$ cat config.mk
export PLATFORM = sky130hd
export DESIGN_NAME = vga_capture
export DESIGN_NICKNAME = d
export VERILOG_FILES = /design/src/rtl/vga_timing_pkg.sv /design/src/rtl/vga_capture_sync_edge.sv /design/src/rtl/vga_capture.sv
export SDC_FILE = /design/constraint.sdc
export NUM_CORES = 1
export LEC_CHECK = 0
export CAP_MARGIN = 5
export CORE_MARGIN = 5
export CORE_UTILIZATION = 40
export CTS_BUF_LIST = sky130_fd_sc_hd__clkbuf_4
export CTS_CLUSTER_SIZE = 16
export DETAILED_ROUTE_END_ITERATION = 10
export PLACE_DENSITY = 0.64
export SLEW_MARGIN = 20
export SYNTH_ARGS = -nofsm -noshare
export SYNTH_HDL_FRONTEND = slang
export SYNTH_SLANG_ARGS = --single-unit
export TNS_END_PERCENT = 5
$ cat constraint.sdc
create_clock -name clk -period 4.4 [get_ports clk]
set_input_delay 0.88 -clock clk [delete_from_list [all_inputs] [get_ports clk]]
set_output_delay 0.88 -clock clk [all_outputs]
set_load 0.02 [all_outputs]
$ cat src/rtl/vga_timing_pkg.sv
// 640x480@60 timing constants, capture FSM states and the RGB332 pixel type,
// shared by the VGA generator and the capture side.
package vga_timing_pkg;

   localparam int VGA_H_SYNC      = 96;
   localparam int VGA_H_BACK      = 48;
   localparam int VGA_H_ACTIVE    = 640;
   localparam int VGA_H_FRONT     = 16;
   localparam int VGA_H_TOTAL     = VGA_H_SYNC + VGA_H_BACK + VGA_H_ACTIVE + VGA_H_FRONT;
   localparam int VGA_H_ACT_START = VGA_H_SYNC + VGA_H_BACK;

   localparam int VGA_V_SYNC      = 2;
   localparam int VGA_V_BACK      = 33;
   localparam int VGA_V_ACTIVE    = 480;
   localparam int VGA_V_FRONT     = 10;
   localparam int VGA_V_TOTAL     = VGA_V_SYNC + VGA_V_BACK + VGA_V_ACTIVE + VGA_V_FRONT;
   localparam int VGA_V_ACT_START = VGA_V_SYNC + VGA_V_BACK;

   localparam int VGA_LOCK_FRAMES = 2;
   localparam int CNT_W           = 12;

   typedef enum logic [1:0] {
      SEARCH = 2'd0,
      VERIFY = 2'd1,
      LOCKED = 2'd2
   } cap_state_e;

   typedef struct packed {
      logic [2:0] r;
      logic [2:0] g;
      logic [1:0] b;
   } rgb332_t;

endpackage

$ cat src/rtl/vga_capture_sync_edge.sv
// Two-flop sync register with falling-edge detect; both stages reset to the
// inactive (high) level so leaving reset never produces a false edge.
module sync_edge (
   input  logic clk,
   input  logic rst,
   input  logic pin_i,
   output logic fall_o
);

   logic s1_q, s1_d;
   logic s2_q, s2_d;

   always_comb begin
      s1_d = pin_i;
      s2_d = s1_q;
   end

   always_ff @(posedge clk) begin
      if (rst) begin
         s1_q <= 1'b1;
         s2_q <= 1'b1;
      end else begin
         s1_q <= s1_d;
         s2_q <= s2_d;
      end
   end

   assign fall_o = !s1_q && s2_q;

endmodule

$ cat src/rtl/vga_capture.sv
// VGA receive side: recovers line/frame timing from hsync/vsync, locks onto
// the expected raster and emits a per-pixel (x, y, data) write stream.
//
//   state  | meaning
//   SEARCH | no frame boundary seen since reset
//   VERIFY | boundaries seen, counting consecutive good frames
//   LOCKED | timing matches; pixels are emitted
module vga_capture
   import vga_timing_pkg::*;
#(
   parameter int H_TOTAL     = VGA_H_TOTAL,
   parameter int V_TOTAL     = VGA_V_TOTAL,
   parameter int H_ACT_START = VGA_H_ACT_START,
   parameter int H_ACTIVE    = VGA_H_ACTIVE,
   parameter int V_ACT_START = VGA_V_ACT_START,
   parameter int V_ACTIVE    = VGA_V_ACTIVE,
   parameter int LOCK_FRAMES = VGA_LOCK_FRAMES
) (
   input  logic        clk,
   input  logic        rst,
   input  logic        hsync,
   input  logic        vsync,
   input  logic [2:0]  vga_r,
   input  logic [2:0]  vga_g,
   input  logic [1:0]  vga_b,
   output logic        pix_valid,
   output logic [9:0]  pix_x,
   output logic [8:0]  pix_y,
   output logic [7:0]  pix_data,
   output logic        frame_start,
   output logic        locked,
   output logic        timing_err,
   output logic [11:0] line_len,
   output logic [11:0] frame_lines
);

   localparam int GC_W = $clog2(LOCK_FRAMES + 1);
   localparam logic [CNT_W-1:0] CNT_MAX = '1;
   localparam logic [CNT_W-1:0] H_LEN   = 12'(H_TOTAL);
   localparam logic [CNT_W-1:0] V_LEN   = 12'(V_TOTAL);
   localparam logic [CNT_W-1:0] H_LO    = 12'(H_ACT_START);
   localparam logic [CNT_W-1:0] H_HI    = 12'(H_ACT_START + H_ACTIVE);
   localparam logic [CNT_W-1:0] V_LO    = 12'(V_ACT_START);
   localparam logic [CNT_W-1:0] V_HI    = 12'(V_ACT_START + V_ACTIVE);

   logic hfall, vfall;

   sync_edge u_hsync (.clk(clk), .rst(rst), .pin_i(hsync), .fall_o(hfall));
   sync_edge u_vsync (.clk(clk), .rst(rst), .pin_i(vsync), .fall_o(vfall));

   rgb332_t          rgb_s1_q, rgb_s1_d;
   logic [CNT_W-1:0] h_q, h_d, v_q, v_d;
   logic [CNT_W-1:0] line_len_q, line_len_d, frame_lines_q, frame_lines_d;
   logic             v_pend_q, v_pend_d, line_bad_q, line_bad_d;
   logic             seen_hfall_q, seen_hfall_d;
   cap_state_e       state_q, state_d;
   logic [GC_W-1:0]  good_cnt_q, good_cnt_d;
   logic             pix_valid_q, pix_valid_d;
   logic [9:0]       pix_x_q, pix_x_d;
   logic [8:0]       pix_y_q, pix_y_d;
   logic [7:0]       pix_data_q, pix_data_d;
   logic             frame_start_q, frame_start_d;
   logic             locked_q, locked_d;
   logic             timing_err_q, timing_err_d;

   logic             h_sat, boundary, line_bad_now, frame_good;
   logic [CNT_W-1:0] h_inc, v_inc;

   always_comb begin
      rgb_s1_d = '{r: vga_r, g: vga_g, b: vga_b};

      // h_d/v_d index the sample currently held in s1
      h_sat = (h_q == CNT_MAX);
      h_inc = h_sat ? h_q : h_q + 12'd1;
      v_inc = (v_q == CNT_MAX) ? v_q : v_q + 12'd1;
      h_d   = hfall ? '0 : h_inc;

      boundary = hfall && (v_pend_q || vfall);
      v_d      = v_q;
      if (hfall) begin
         v_d = boundary ? '0 : v_inc;
      end
      v_pend_d     = boundary ? 1'b0 : (v_pend_q || vfall);
      seen_hfall_d = seen_hfall_q || hfall;

      line_bad_now = line_bad_q
                     || (!hfall && h_sat)
                     || (hfall && seen_hfall_q && (h_inc != H_LEN));
      line_bad_d   = boundary ? 1'b0 : line_bad_now;

      line_len_d    = (hfall && seen_hfall_q) ? h_inc : line_len_q;
      frame_lines_d = boundary ? v_inc : frame_lines_q;
      frame_good    = (v_inc == V_LEN) && !line_bad_now && (state_q != SEARCH);

      state_d      = state_q;
      good_cnt_d   = good_cnt_q;
      timing_err_d = 1'b0;
      case (state_q)
         SEARCH: begin
            if (boundary) begin
               state_d    = VERIFY;
               good_cnt_d = '0;
            end
         end
         VERIFY: begin
            if (boundary) begin
               if (frame_good) begin
                  good_cnt_d = good_cnt_q + 1'b1;
                  if (good_cnt_q == GC_W'(LOCK_FRAMES - 1)) begin
                     state_d = LOCKED;
                  end
               end else begin
                  good_cnt_d   = '0;
                  timing_err_d = 1'b1;
               end
            end
         end
         LOCKED: begin
            // a bad line drops lock at once; a boundary in the same cycle is one bad frame
            if (boundary ? !frame_good : line_bad_now) begin
               state_d      = VERIFY;
               good_cnt_d   = '0;
               timing_err_d = 1'b1;
            end
         end
         default: begin
            state_d    = SEARCH;
            good_cnt_d = '0;
         end
      endcase

      frame_start_d = boundary;
      locked_d      = (state_d == LOCKED);

      pix_valid_d = locked_q && (h_d >= H_LO) && (h_d < H_HI)
                    && (v_d >= V_LO) && (v_d < V_HI);
      pix_x_d     = pix_valid_d ? 10'(h_d - H_LO) : pix_x_q;
      pix_y_d     = pix_valid_d ? 9'(v_d - V_LO) : pix_y_q;
      pix_data_d  = pix_valid_d ? rgb_s1_q : pix_data_q;
   end

   always_ff @(posedge clk) begin
      if (rst) begin
         rgb_s1_q      <= '0;
         h_q           <= '0;
         v_q           <= '0;
         line_len_q    <= '0;
         frame_lines_q <= '0;
         v_pend_q      <= 1'b0;
         line_bad_q    <= 1'b0;
         seen_hfall_q  <= 1'b0;
         state_q       <= SEARCH;
         good_cnt_q    <= '0;
         pix_valid_q   <= 1'b0;
         pix_x_q       <= '0;
         pix_y_q       <= '0;
         pix_data_q    <= '0;
         frame_start_q <= 1'b0;
         locked_q      <= 1'b0;
         timing_err_q  <= 1'b0;
      end else begin
         rgb_s1_q      <= rgb_s1_d;
         h_q           <= h_d;
         v_q           <= v_d;
         line_len_q    <= line_len_d;
         frame_lines_q <= frame_lines_d;
         v_pend_q      <= v_pend_d;
         line_bad_q    <= line_bad_d;
         seen_hfall_q  <= seen_hfall_d;
         state_q       <= state_d;
         good_cnt_q    <= good_cnt_d;
         pix_valid_q   <= pix_valid_d;
         pix_x_q       <= pix_x_d;
         pix_y_q       <= pix_y_d;
         pix_data_q    <= pix_data_d;
         frame_start_q <= frame_start_d;
         locked_q      <= locked_d;
         timing_err_q  <= timing_err_d;
      end
   end

   assign pix_valid   = pix_valid_q;
   assign pix_x       = pix_x_q;
   assign pix_y       = pix_y_q;
   assign pix_data    = pix_data_q;
   assign frame_start = frame_start_q;
   assign locked      = locked_q;
   assign timing_err  = timing_err_q;
   assign line_len    = line_len_q;
   assign frame_lines = frame_lines_q;

endmodule

==> insert_results.sql <==
INSERT INTO impl_metrics (metric_group, metric, value, unit) VALUES
('floorplanning', 'die-width', '120', 'µm'),
('logic_synthesis', 'synth.area.top_cells', 'dfxtp_1 40%, a21oi_1 5.1%, nor2_1 4.9%, nand3_1 4.1%, o211ai_1 3.1%', ''),
('clock_network', 'cts.clk_slew.worst_paths', '0.14', 'ns'),
('finish', 'num_antenna_cells', '0', ''),
('worst_setup_path', 'critical_path.startpoint_type', 'flip-flop', ''),
('worst_setup_path', 'crit_path_cell_trace', 'ha_1, nand3_1, nor4_2, nor4_1, a21oi_1, inv_1, ha_1, o41a_2, o21a_1, o21ai_4, mux2_1', ''),
('clock_network', 'post_cts_hold_buffer_count', '0', ''),
('logic_synthesis', 'total_nets_after_synthesis', '602', ''),
('worst_setup_path', 'worstPathBufferInverterCount', '1', ''),
('global_route', 'grt_pass1_vias', '4115', ''),
('logic_synthesis', 'yosys.cell_count.top_type', 'dfxtp_1', ''),
('logic_synthesis', 'synth_ff_type', 'dfxtp_1', ''),
('logic_synthesis', 'postSynthAreaPerCell', '8.40', 'µm²'),
('logic_synthesis', 'share_of_the_synthesized_area_in_the_top_cell_type', '40.3', '%'),
('global_route', 'use_met1', '23.1', '%'),
('placed_design', 'place_congestion', '0.889', ''),
('sta', 'setup-tns-final', '0', 'ns'),
('logic_synthesis', 'synth_enable_flop_cells', '0', ''),
('floorplanning', 'die_height', '120', 'µm'),
('sta', 'timing.hold.ws', '0.460', 'ns'),
('global_route', 'global_route.usage.met2', '27.6', '%'),
('detailed_routing', 'detailroute.via_count', '4399', ''),
('clock_network', 'post-cts-setup-buffer-count', '0', ''),
('pwr', 'leakage', '1.96', 'nW'),
('pwr', 'pwr_density_cell', '251', 'nW/µm²'),
('floorplanning', 'total_i_o_pin_count', '67', ''),
('pwr', 'p_int', '1.06', 'mW'),
('sta', 'worst_clock_skew', '0.0213', 'ns'),
('pwr', 'power.switching_fraction', '25.7', '%'),
('detailed_routing', 'post_drt_via_cell_ratio', '5.67', ''),
('global_route', 'grt_use_met3', '4.58', '%'),
('finish', 'syn2layout_area_growth', '17.2', '%'),
('global_route', 'grt_antenna_before_repair', '0', ''),
('clock_network', 'insertion_delay', '0.46', 'ns'),
('logic_synthesis', 'synth_async_sr_flop_share', '0', '%'),
('logic_synthesis', 'synthDominantAreaCellType', 'dfxtp_1', ''),
('floorplanning', 'coreArea', '12000', 'µm²'),
('sta', 'timing.final.setup_violations', '0', ''),
('worst_hold_path', 'hold_path.class', 'flip-flop to flip-flop', ''),
('worst_setup_path', 'worst_path_max_delay_cell', 'o41a_2', ''),
('worst_setup_path', 'timing.critical_path.slowest_cell_delay', '0.56', 'ns'),
('pwr', 'clockPowerShare', '29.3', '%'),
('sta', 'rsz_0062_raised_after_global_routing', 'no', ''),
('clock_network', 'clock_tree_from_tritoncts', 'yes', ''),
('detailed_routing', 'number_of_drc_markers_after_the_initial_detailed_route_iteration', '316', ''),
('detailed_routing', 'route.detailed.drc', '0', ''),
('finish', 'post_route_cells_drive_above_1_share', '7.79', '%'),
('global_route', 'grt_start_max_net_pins', '85', ''),
('logic_synthesis', 'count_of_distinct_cell_types_in_the_synthesized_netlist', '69', ''),
('sta', 'max_freq', '255', 'MHz'),
('global_route', 'busiest_layer', 'met2', ''),
('detailed_routing', 'route.antenna.remaining_nets', '0', ''),
('global_route', 'grt_first_pass_wirelength', '20600', 'µm'),
('detailed_routing', 'routed_wl', '12500', 'µm'),
('sta', 'slew_headroom', '42.2', '%'),
('floorplanning', 'initial_core_util', '40.7', '%'),
('worst_setup_path', 'critPathCaptureType', 'flip-flop', ''),
('pwr', 'fraction_of_power_consumed_by_sequential_logic', '63.7', '%'),
('worst_setup_path', 'path_class', 'flip-flop to flip-flop', ''),
('status', 'outcome', 'completed', ''),
('sta', 'final-max-slew-violation-count', '0', ''),
('finish', 'finish.net_count', '646', ''),
('worst_setup_path', 'crit_path_required_time', '4.75', 'ns'),
('clock_network', 'htree_levels', '3', ''),
('placed_design', 'numPortBuffers', '66', ''),
('pwr', 'power.net_switching', '367', 'µW'),
('sta', 'worst-slew-pin-transition', '0.867', 'ns'),
('floorplanning', 'floorplan.die_area', '14500', 'µm²'),
('detailed_routing', 'wl_per_cell', '16.1', 'µm'),
('sta', 'final_hold_viol_count', '0', ''),
('global_route', 'total_routing_resource_utilization_after_global_routing', '17.4', '%');
==> logic make-up after synthesis <==
group           after synthesis  share of synthesized area, %
simple gates                239                          25.2
compound gates              148                          21.6
flops                        98                          40.3
buf+inv                      58                          5.11
xor+xnor                     17                          3.06
mux                          10                          2.21
fa+ha+maj                    10                          2.57
==> power by group through the flow <==
stage	clock (mW)	combinational (mW)	sequential, mW
floorplan	0	0.0583	0.934
global placement	0	0.100	0.931
detailed placement	0	0.101	0.931
CTS	0.444	0.101	0.912
global route	0.480	0.110	0.915
finish	0.419	0.101	0.912
==> sequential cells by signal (all words and copies together), names as in the netlist, 2 cells and up <==
name         flops
frame_lines     12
good_cnt_q       2
h_q             12
line_len        12
pix_data         8
pix_x           10
pix_y            9
rgb_s1_q         8
state_q          2
v_q             12
==> final timing paths <==
path	start	endpoint	slack (ns)	cells after the start
worst max-delay path	v_q[0]	pix_x[2]	0.48	11
worst min register to register	u_vsync.s1_q	u_vsync.s2_q	0.46	1
worst max register to register	v_q[0]	pix_x[2]	0.48	11
worst min-delay path	u_vsync.s1_q	u_vsync.s2_q	0.46	1
==> placed cells by master, fill, tap and decap left out, drive strengths merged, types with 3 or more instances in the layout <==
master / count
and4: 3
and3: 9
dfxtp: 98
clkdlybuf4s50: 65
o31ai: 7
a211oi: 9
nand4: 8
mux2: 6
a311oi: 5
mux2i: 4
nand3: 42
or3: 4
nor3: 15
nor4: 10
a31oi: 7
o21ai: 14
nand2: 40
or2: 8
nor2: 64
o211ai: 20
xor2: 8
nor2b: 16
clkinv: 3
a211o: 3
buf: 11
a21oi: 50
inv: 16
ha: 10
and2: 8
clkbuf: 10
o221ai: 3
a41oi: 4
or4: 4
o21a: 7
xnor2: 9
==> final cells by class <==
| class | instances | area (µm²) |
|---|---|---|
| Tap cell | 147 | 184 |
| Fill cell | 1152 | 6250 |
| Multi-Input combinational cell | 424 | 2660 |
| Clock inverter | 6 | 42.5 |
| Inverter | 15 | 56.3 |
| Timing Repair Buffer | 76 | 731 |
| Clock buffer | 10 | 75.1 |
| Sequential cell | 98 | 1960 |
==> worst reg2reg max path: stages (launching register included) <==
cell and delay (ns):
dfxtp_1 0.49, ha_1 0.30, nand3_1 0.33, nor4_2 0.47, nor4_1 0.13, a21oi_1 0.28
inv_1 0.08, ha_1 0.27, o41a_2 0.56, o21a_1 0.23, o21ai_4 0.33, mux2_1 0.36
==> metrics by stage <==
step	cells	util (%)	setup slack (ns)	power, mW	area, µm²
after global routing	776	47.7	0.201	1.50	5710
after detailed placement	760	46.8	0.505	1.03	5590
after global placement	760	46.8	0.605	1.03	5590
after CTS	776	47.7	0.505	1.46	5710
after floorplan	580	-	0.995	0.992	4870
final	776	47.7	0.484	1.43	5710
==> per-layer routing <==
layer,vias up,part of all wire (%)
met5,-,0
met4,0,1.9
met3,20,5.2
met2,107,47
met1,2079,46
li1,2193,-
Note: power is estimated with default switching activity, not from simulation.
==> RTL change 1, RTL diff (config.mk and constraints unchanged) <==
Make the reset (`rst`) asynchronous in 2 clocked blocks.
--- a/src/rtl/vga_capture_sync_edge.sv
+++ b/src/rtl/vga_capture_sync_edge.sv
@@ -15,7 +15,7 @@
       s2_d = s1_q;
    end
 
-   always_ff @(posedge clk) begin
+   always_ff @(posedge clk or posedge rst) begin
       if (rst) begin
          s1_q <= 1'b1;
          s2_q <= 1'b1;
--- a/src/rtl/vga_capture.sv
+++ b/src/rtl/vga_capture.sv
@@ -139,7 +139,7 @@
       pix_data_d  = pix_valid_d ? rgb_s1_q : pix_data_q;
    end
 
-   always_ff @(posedge clk) begin
+   always_ff @(posedge clk or posedge rst) begin
       if (rst) begin
          rgb_s1_q      <= '0;
          h_q           <= '0;
Behaviour: differs if rst is asserted again (counterexample within 4 cycles, from zero or initial values and one cycle with rst high); with rst held inactive, the same outputs for 10 cycles.
==> RTL change 1 against the original RTL <==
  * Cell area grew 5.3%
  * Wire length down 5.6%
  * Hold slack worse by 0.083 ns
  * Largest cell class is now flip-flops and latches
  * Sequential share of layout area is 6.5 points higher
  * Critical path depth did not move
  * Sequential cell count is the same
  * Maximum frequency shrank 1.2%
  * Clock skew shrank 0.0023 ns
  * Area after synthesis rose by 4.2%
  * Core utilization increased by 0.31 points
  * Setup slack got worse by 0.048 ns
Power is not compared: it rests on default switching activity, and its combinational part moved more than twofold at a synthesized area within 25%.
==> RTL change 1: results (changes against the original RTL) <==
| Metric | Value |
|---|---|
| Status | completed (unchanged) |
| Largest cells by area after synthesis | dfrtp_1 46%, mux2_4 4.7%, nand2_1 3.4% (was dfxtp_1 40%, a21oi_1 5.1%, nor2_1 4.9%) |
| Largest net degree at the start of global routing | 82 (was 85) |
| DRT met1 WL | 5371 um (was 5706 um) |
| NonClk Buf Share | 12.98% (was 12.80%) |
| Signal buffers | 82 (was 76) |
| DP Area | 0.005881 mm^2 (was 0.005593 mm^2) |
| Vias in the first global route | 3,862 (was 4,115) |
| Met2 routed WL | 5690 um (was 5931 um) |
| Post-DP HPWL | 8652 um (was 8882 um) |
| Sequential Area | 0.002457 mm^2 (was 0.001962 mm^2) |
| Placed Cells | 705 (was 760) |
| Hold WC Path Type | flop to flop (unchanged) |
| Main flop type after synthesis | dfrtp_1 (was dfxtp_1) |
| Sequential share of cell area | 40.86% (was 34.36%) |
| Layout cells sized above 1 | 16.06% (was 7.790%) |
| Seq/Total Area, Yosys | 48.40% (was 40.28%) |
| Worst Hold Depth | 0 (was 1) |
| Post-Synthesis Cells | 478 (was 580) |
| Pre-CTS setup slack | 0.4309 ns (was 0.5050 ns) |
| Maximum fanout along the worst path | 16 (was 11) |
| GP Congestion | 0.9069 (was 0.8891) |
| Avg Cell Area, Syn | 10.62 um^2 (was 8.398 um^2) |
| 1st-iter DRT viols | 292 (was 316) |
| Relative slew slack | 42.99% (was 42.20%) |
| Highest Signal Layer | met4 (unchanged) |
| Inverters | 16 (was 15) |
| Final Skew | 0.01906 ns (was 0.02132 ns) |
| Clk_lat worst skew | 0.48 ns (was 0.46 ns) |
| Clock buffer count from CTS | 9 (unchanged) |
| Warning count from the yosys run | 0 (unchanged) |
| Multi-input gate share of total cell area | 39.32% (was 46.58%) |
| Synthesized Nets | 500 (was 602) |
| Post-DR wirelength/cell | 16.43 um (was 16.15 um) |
| Fraction of registers with async set/reset | 100.0% (was 0%) |
| Drt pass-1 iters | 4 (was 5) |
| Post-CTS Setup Repair Bufs | 0 (unchanged) |
| Overall global routing resource usage | 16.84% (was 17.40%) |
| Multi-input gates | 337 (was 424) |
| Initial antenna violation count | 0 (unchanged) |
| Post-Route WL | 11,830 um (was 12,530 um) |
| Fin nets | 566 (was 646) |
| First-pass GRT wire length | 19,760 um (was 20,600 um) |
| Met3 WL post-DR | 517 um (was 656 um) |
| Vias per Instance | 5.378 (was 5.669) |
| Clk tree area frac | 2.184% (was 2.060%) |
| Fillers | 1,221 (was 1,152) |
| Top cells by count, synth | 94 x dfrtp_1, 46 x nand2_1, 40 x nor2_1 (was 98 x dfxtp_1, 64 x nor2_1, 50 x a21oi_1) |
| N_diodes | 0 (unchanged) |
| Worst Path Arrival | 4.34 ns (was 4.27 ns) |
RTL change 1: cell count changes after synthesis, sizes merged, moves of 19 or more:
| cell | unedited run | this run |
|---|---|---|
| dfxtp | 98 | 0 |
| dfrtp | 0 | 94 |
| a21oi | 50 | 22 |
| nand3 | 42 | 16 |
| nor2 | 64 | 40 |
| mux2 | 6 | 29 |
| o211ai | 20 | 1 |
RTL change 1: cells by family (layout without fill, tap and decap cells):
group                    Yosys count  count (layout)  synth area share, %
flip-flops                        98              98                48.40
AO/OA/AOI/OAI                    102             102                13.95
multiplexers                      33              33                8.403
AND/OR/NAND/NOR                  171             171                18.14
adder cells (fa/ha/maj)           10              10                2.464
XOR/XNOR                          21              21                3.622
buffers and inverters             43             113                5.027
RTL change 1: critical path: stages, from the launching register on:
cell and delay, ns:
dfrtp_1 0.44, ha_1 0.40, nand4_4 0.21, o41ai_1 0.40, buf_4 0.19, o31ai_1 0.10, ha_1 0.27, or4_1 0.56
or4_4 0.51, a21oi_4 0.16, buf_4 0.26, mux2_2 0.37
RTL change 1: power by group through the flow:
stage	Combinational [uW]	Sequential, uW	Clock (uW)
CTS	358	1010	501
finish	356	1010	472
detailed placement	356	1030	0
floorplan	206	1040	0
global placement	350	1020	0
global route	395	1020	538
RTL change 1: path summary, 6_finish.rpt:
check	start	end	slack (ns)
setup / recovery	v_q[1]	pix_x[4]	0.44
hold / removal	u_vsync.s1_q	u_vsync.s2_q	0.38
setup reg to reg	v_q[1]	pix_x[4]	0.44
hold reg to reg	u_vsync.s1_q	u_vsync.s2_q	0.38
max in group asynchronous	rst	frame_lines[5]	2.86
min in group asynchronous	rst	rgb_s1_q[2]	0.87
RTL change 1: metal layers:
metal	up-vias	track usage, %
met5	-	0
met4	0	7.488
met3	20	3.088
met2	97	26.38
met1	1899	22.81
li1	1856	-
==> RTL change 2, RTL diff (same settings) <==
Made on the original files. The 3 states of `cap_state_e` get a one-hot encoding in 3 bits.
--- a/src/rtl/vga_timing_pkg.sv
+++ b/src/rtl/vga_timing_pkg.sv
@@ -19,10 +19,10 @@
    localparam int VGA_LOCK_FRAMES = 2;
    localparam int CNT_W           = 12;
 
-   typedef enum logic [1:0] {
-      SEARCH = 2'd0,
-      VERIFY = 2'd1,
-      LOCKED = 2'd2
+   typedef enum logic [2:0] {
+      SEARCH = 3'b001,
+      VERIFY = 3'b010,
+      LOCKED = 3'b100
    } cap_state_e;
 
    typedef struct packed {
Function: no difference found for any inputs over 10 cycles, from zero or initial values and one cycle with rst high; not proved beyond that.
==> RTL change 2 against the original RTL <==
  * Sequential cell count rose by 1
  * Power up 12%
  * Setup slack got worse by 0.095 ns
  * Cell area up 2.4%
  * Wire length is 4.5% higher
  * Area after synthesis rose by 1.8%
  * Non-clock buffer count did not move
==> RTL change 2: results (changes against the original RTL) <==
| Metric | Value |
|---|---|
| Status | completed (unchanged) |
| Post-CTS Setup Repair Bufs | 0 (unchanged) |
| Pre-CTS setup slack | 0.5062 ns (was 0.5050 ns) |
| Internal power | 1228 uW (was 1064 uW) |
| Largest net degree at the start of global routing | 65 (was 85) |
| Count of final setup violators | 0 (unchanged) |
| Max Root-Sink Buffers | 2 (unchanged) |
| Cell variety after synth | 75 (was 69) |
| RR Startpoint | h_q[0] (was v_q[0]) |
| Cells on worst reg2reg path | 13 (was 11) |
| Final Skew | 0.01737 ns (was 0.02132 ns) |
| Reg2reg setup slack | 0.39 ns (was 0.48 ns) |
| Via count of the routed design | 4,502 (was 4,399) |
| Worst-path cell with the longest stage delay | or3_1 (was o41a_2) |
| Reg2Reg Capture Point | pix_x[5] (was pix_x[2]) |
| Min-delay src | rgb_s1_q[5] (was u_vsync.s1_q) |
| Post-Route WL | 13,090 um (was 12,530 um) |
| Leak | 0.001965 uW (was 0.001958 uW) |
| Post-Synthesis Cells | 594 (was 580) |
| Synthesized Nets | 612 (was 602) |
| Tmin final | 4.010 ns (was 3.916 ns) |
| Largest cells by area after synthesis | dfxtp_1 40%, a21oi_1 5.9%, nor2_1 4.8% (was dfxtp_1 40%, a21oi_1 5.1%, nor2_1 4.9%) |
| Seq/Total Area, Yosys | 39.97% (was 40.28%) |
| GP Congestion | 0.8870 (was 0.8891) |
| Clk_lat worst skew | 0.48 ns (was 0.46 ns) |
| CTS HTree Levels | 3 (unchanged) |
| Placed Cells | 795 (was 760) |
| Maximum fanout along the worst path | 18 (was 11) |
| Worst vdd ir | 0.1282 mV (was 0.1495 mV) |
| Final non-filler cell total | 811 (was 776) |
| Drt pass-1 iters | 4 (was 5) |
| CP delay by family, top | simple AND/OR/NAND/NOR gates (was compound AO/OA/AOI/OAI gates) |
| DP Area | 0.005662 mm^2 (was 0.005593 mm^2) |
| Clock buffer count from CTS | 9 (unchanged) |
| Top cells by count, synth | 99 x dfxtp_1, 64 x nor2_1, 58 x a21oi_1 (was 98 x dfxtp_1, 64 x nor2_1, 50 x a21oi_1) |
| Relative slew slack | 53.11% (was 42.20%) |
| Fillers | 1,196 (was 1,152) |
| Vias in the first global route | 4,379 (was 4,115) |
| Overall global routing resource usage | 18.32% (was 17.40%) |
| Worst-case hold path end point | pix_data[5] (was u_vsync.s2_q) |
| Fin nets | 656 (was 646) |
| Worst Path Arrival | 4.40 ns (was 4.27 ns) |
| Hold_ws | 0.4600 ns (was 0.4603 ns) |
| Post-DP HPWL | 9491 um (was 8882 um) |
| Worst Hold Depth | 2 (was 1) |
| First-pass GRT wire length | 22,010 um (was 20,600 um) |
| Layout cells sized above 1 | 8.243% (was 7.790%) |
| 1st-iter DRT viols | 392 (was 316) |
## RTL change 2: kinds of logic after synthesis
logic type	Yosys count	synth area share, %
AO/OA/AOI/OAI	165	22.43
XOR/XNOR	14	2.473
adder cells (fa/ha/maj)	6	1.514
buffers and inverters	53	5.652
flip-flops	99	39.97
multiplexers	5	1.085
AND/OR/NAND/NOR	252	26.87
## RTL change 2: how the worst max path moves through the flow
stage | start | to | cells after the start
5_1_grt | h_q[0] | pix_x[5] | 13
6_report | h_q[0] | pix_x[5] | 13
3_5_place_dp | h_q[0] | pix_y[5] | 12
2_1_floorplan | h_q[0] | pix_y[5] | 14
3_3_place_gp | h_q[0] | pix_y[5] | 12
4_1_cts | h_q[0] | pix_x[5] | 13
## RTL change 2: area by class of cell
type	count	area, um^2	share of cell area, %
clock buffer	9	67.56	1.156
clock inverter	7	116.4	1.991
inverter	10	37.54	0.6421
multi-input combinational	442	2701	46.21
sequential	99	1982	33.90
tap	168	210.2	3.596
timing repair buffer	76	730.7	12.50
## RTL change 2: tightest hold or removal path, stage by stage, from the launching register on
cell	delay [ns]
dfxtp_1	0.33
nand3_1	0.06
a21oi_1	0.05
## RTL change 2: per-layer routing
| layer | vias to the layer above | track usage [%] | wire [um] |
|---|---|---|---|
| met5 | - | 0 | 0 |
| met2 | 94 | 30.85 | 6524 |
| met3 | 26 | 2.890 | 509 |
| li1 | 2261 | - | - |
| met1 | 2121 | 23.06 | 5724 |
| met4 | 0 | 8.053 | 335 |
## RTL change 2: power by group through the flow
stage	Clock, uW	Sequential (uW)	Combinational (uW)
floorplan	0	938	56.6
global placement	0	938	83.6
detailed placement	0	939	84.8
CTS	618	919	85.1
global route	650	922	93.1
finish	598	919	84.6
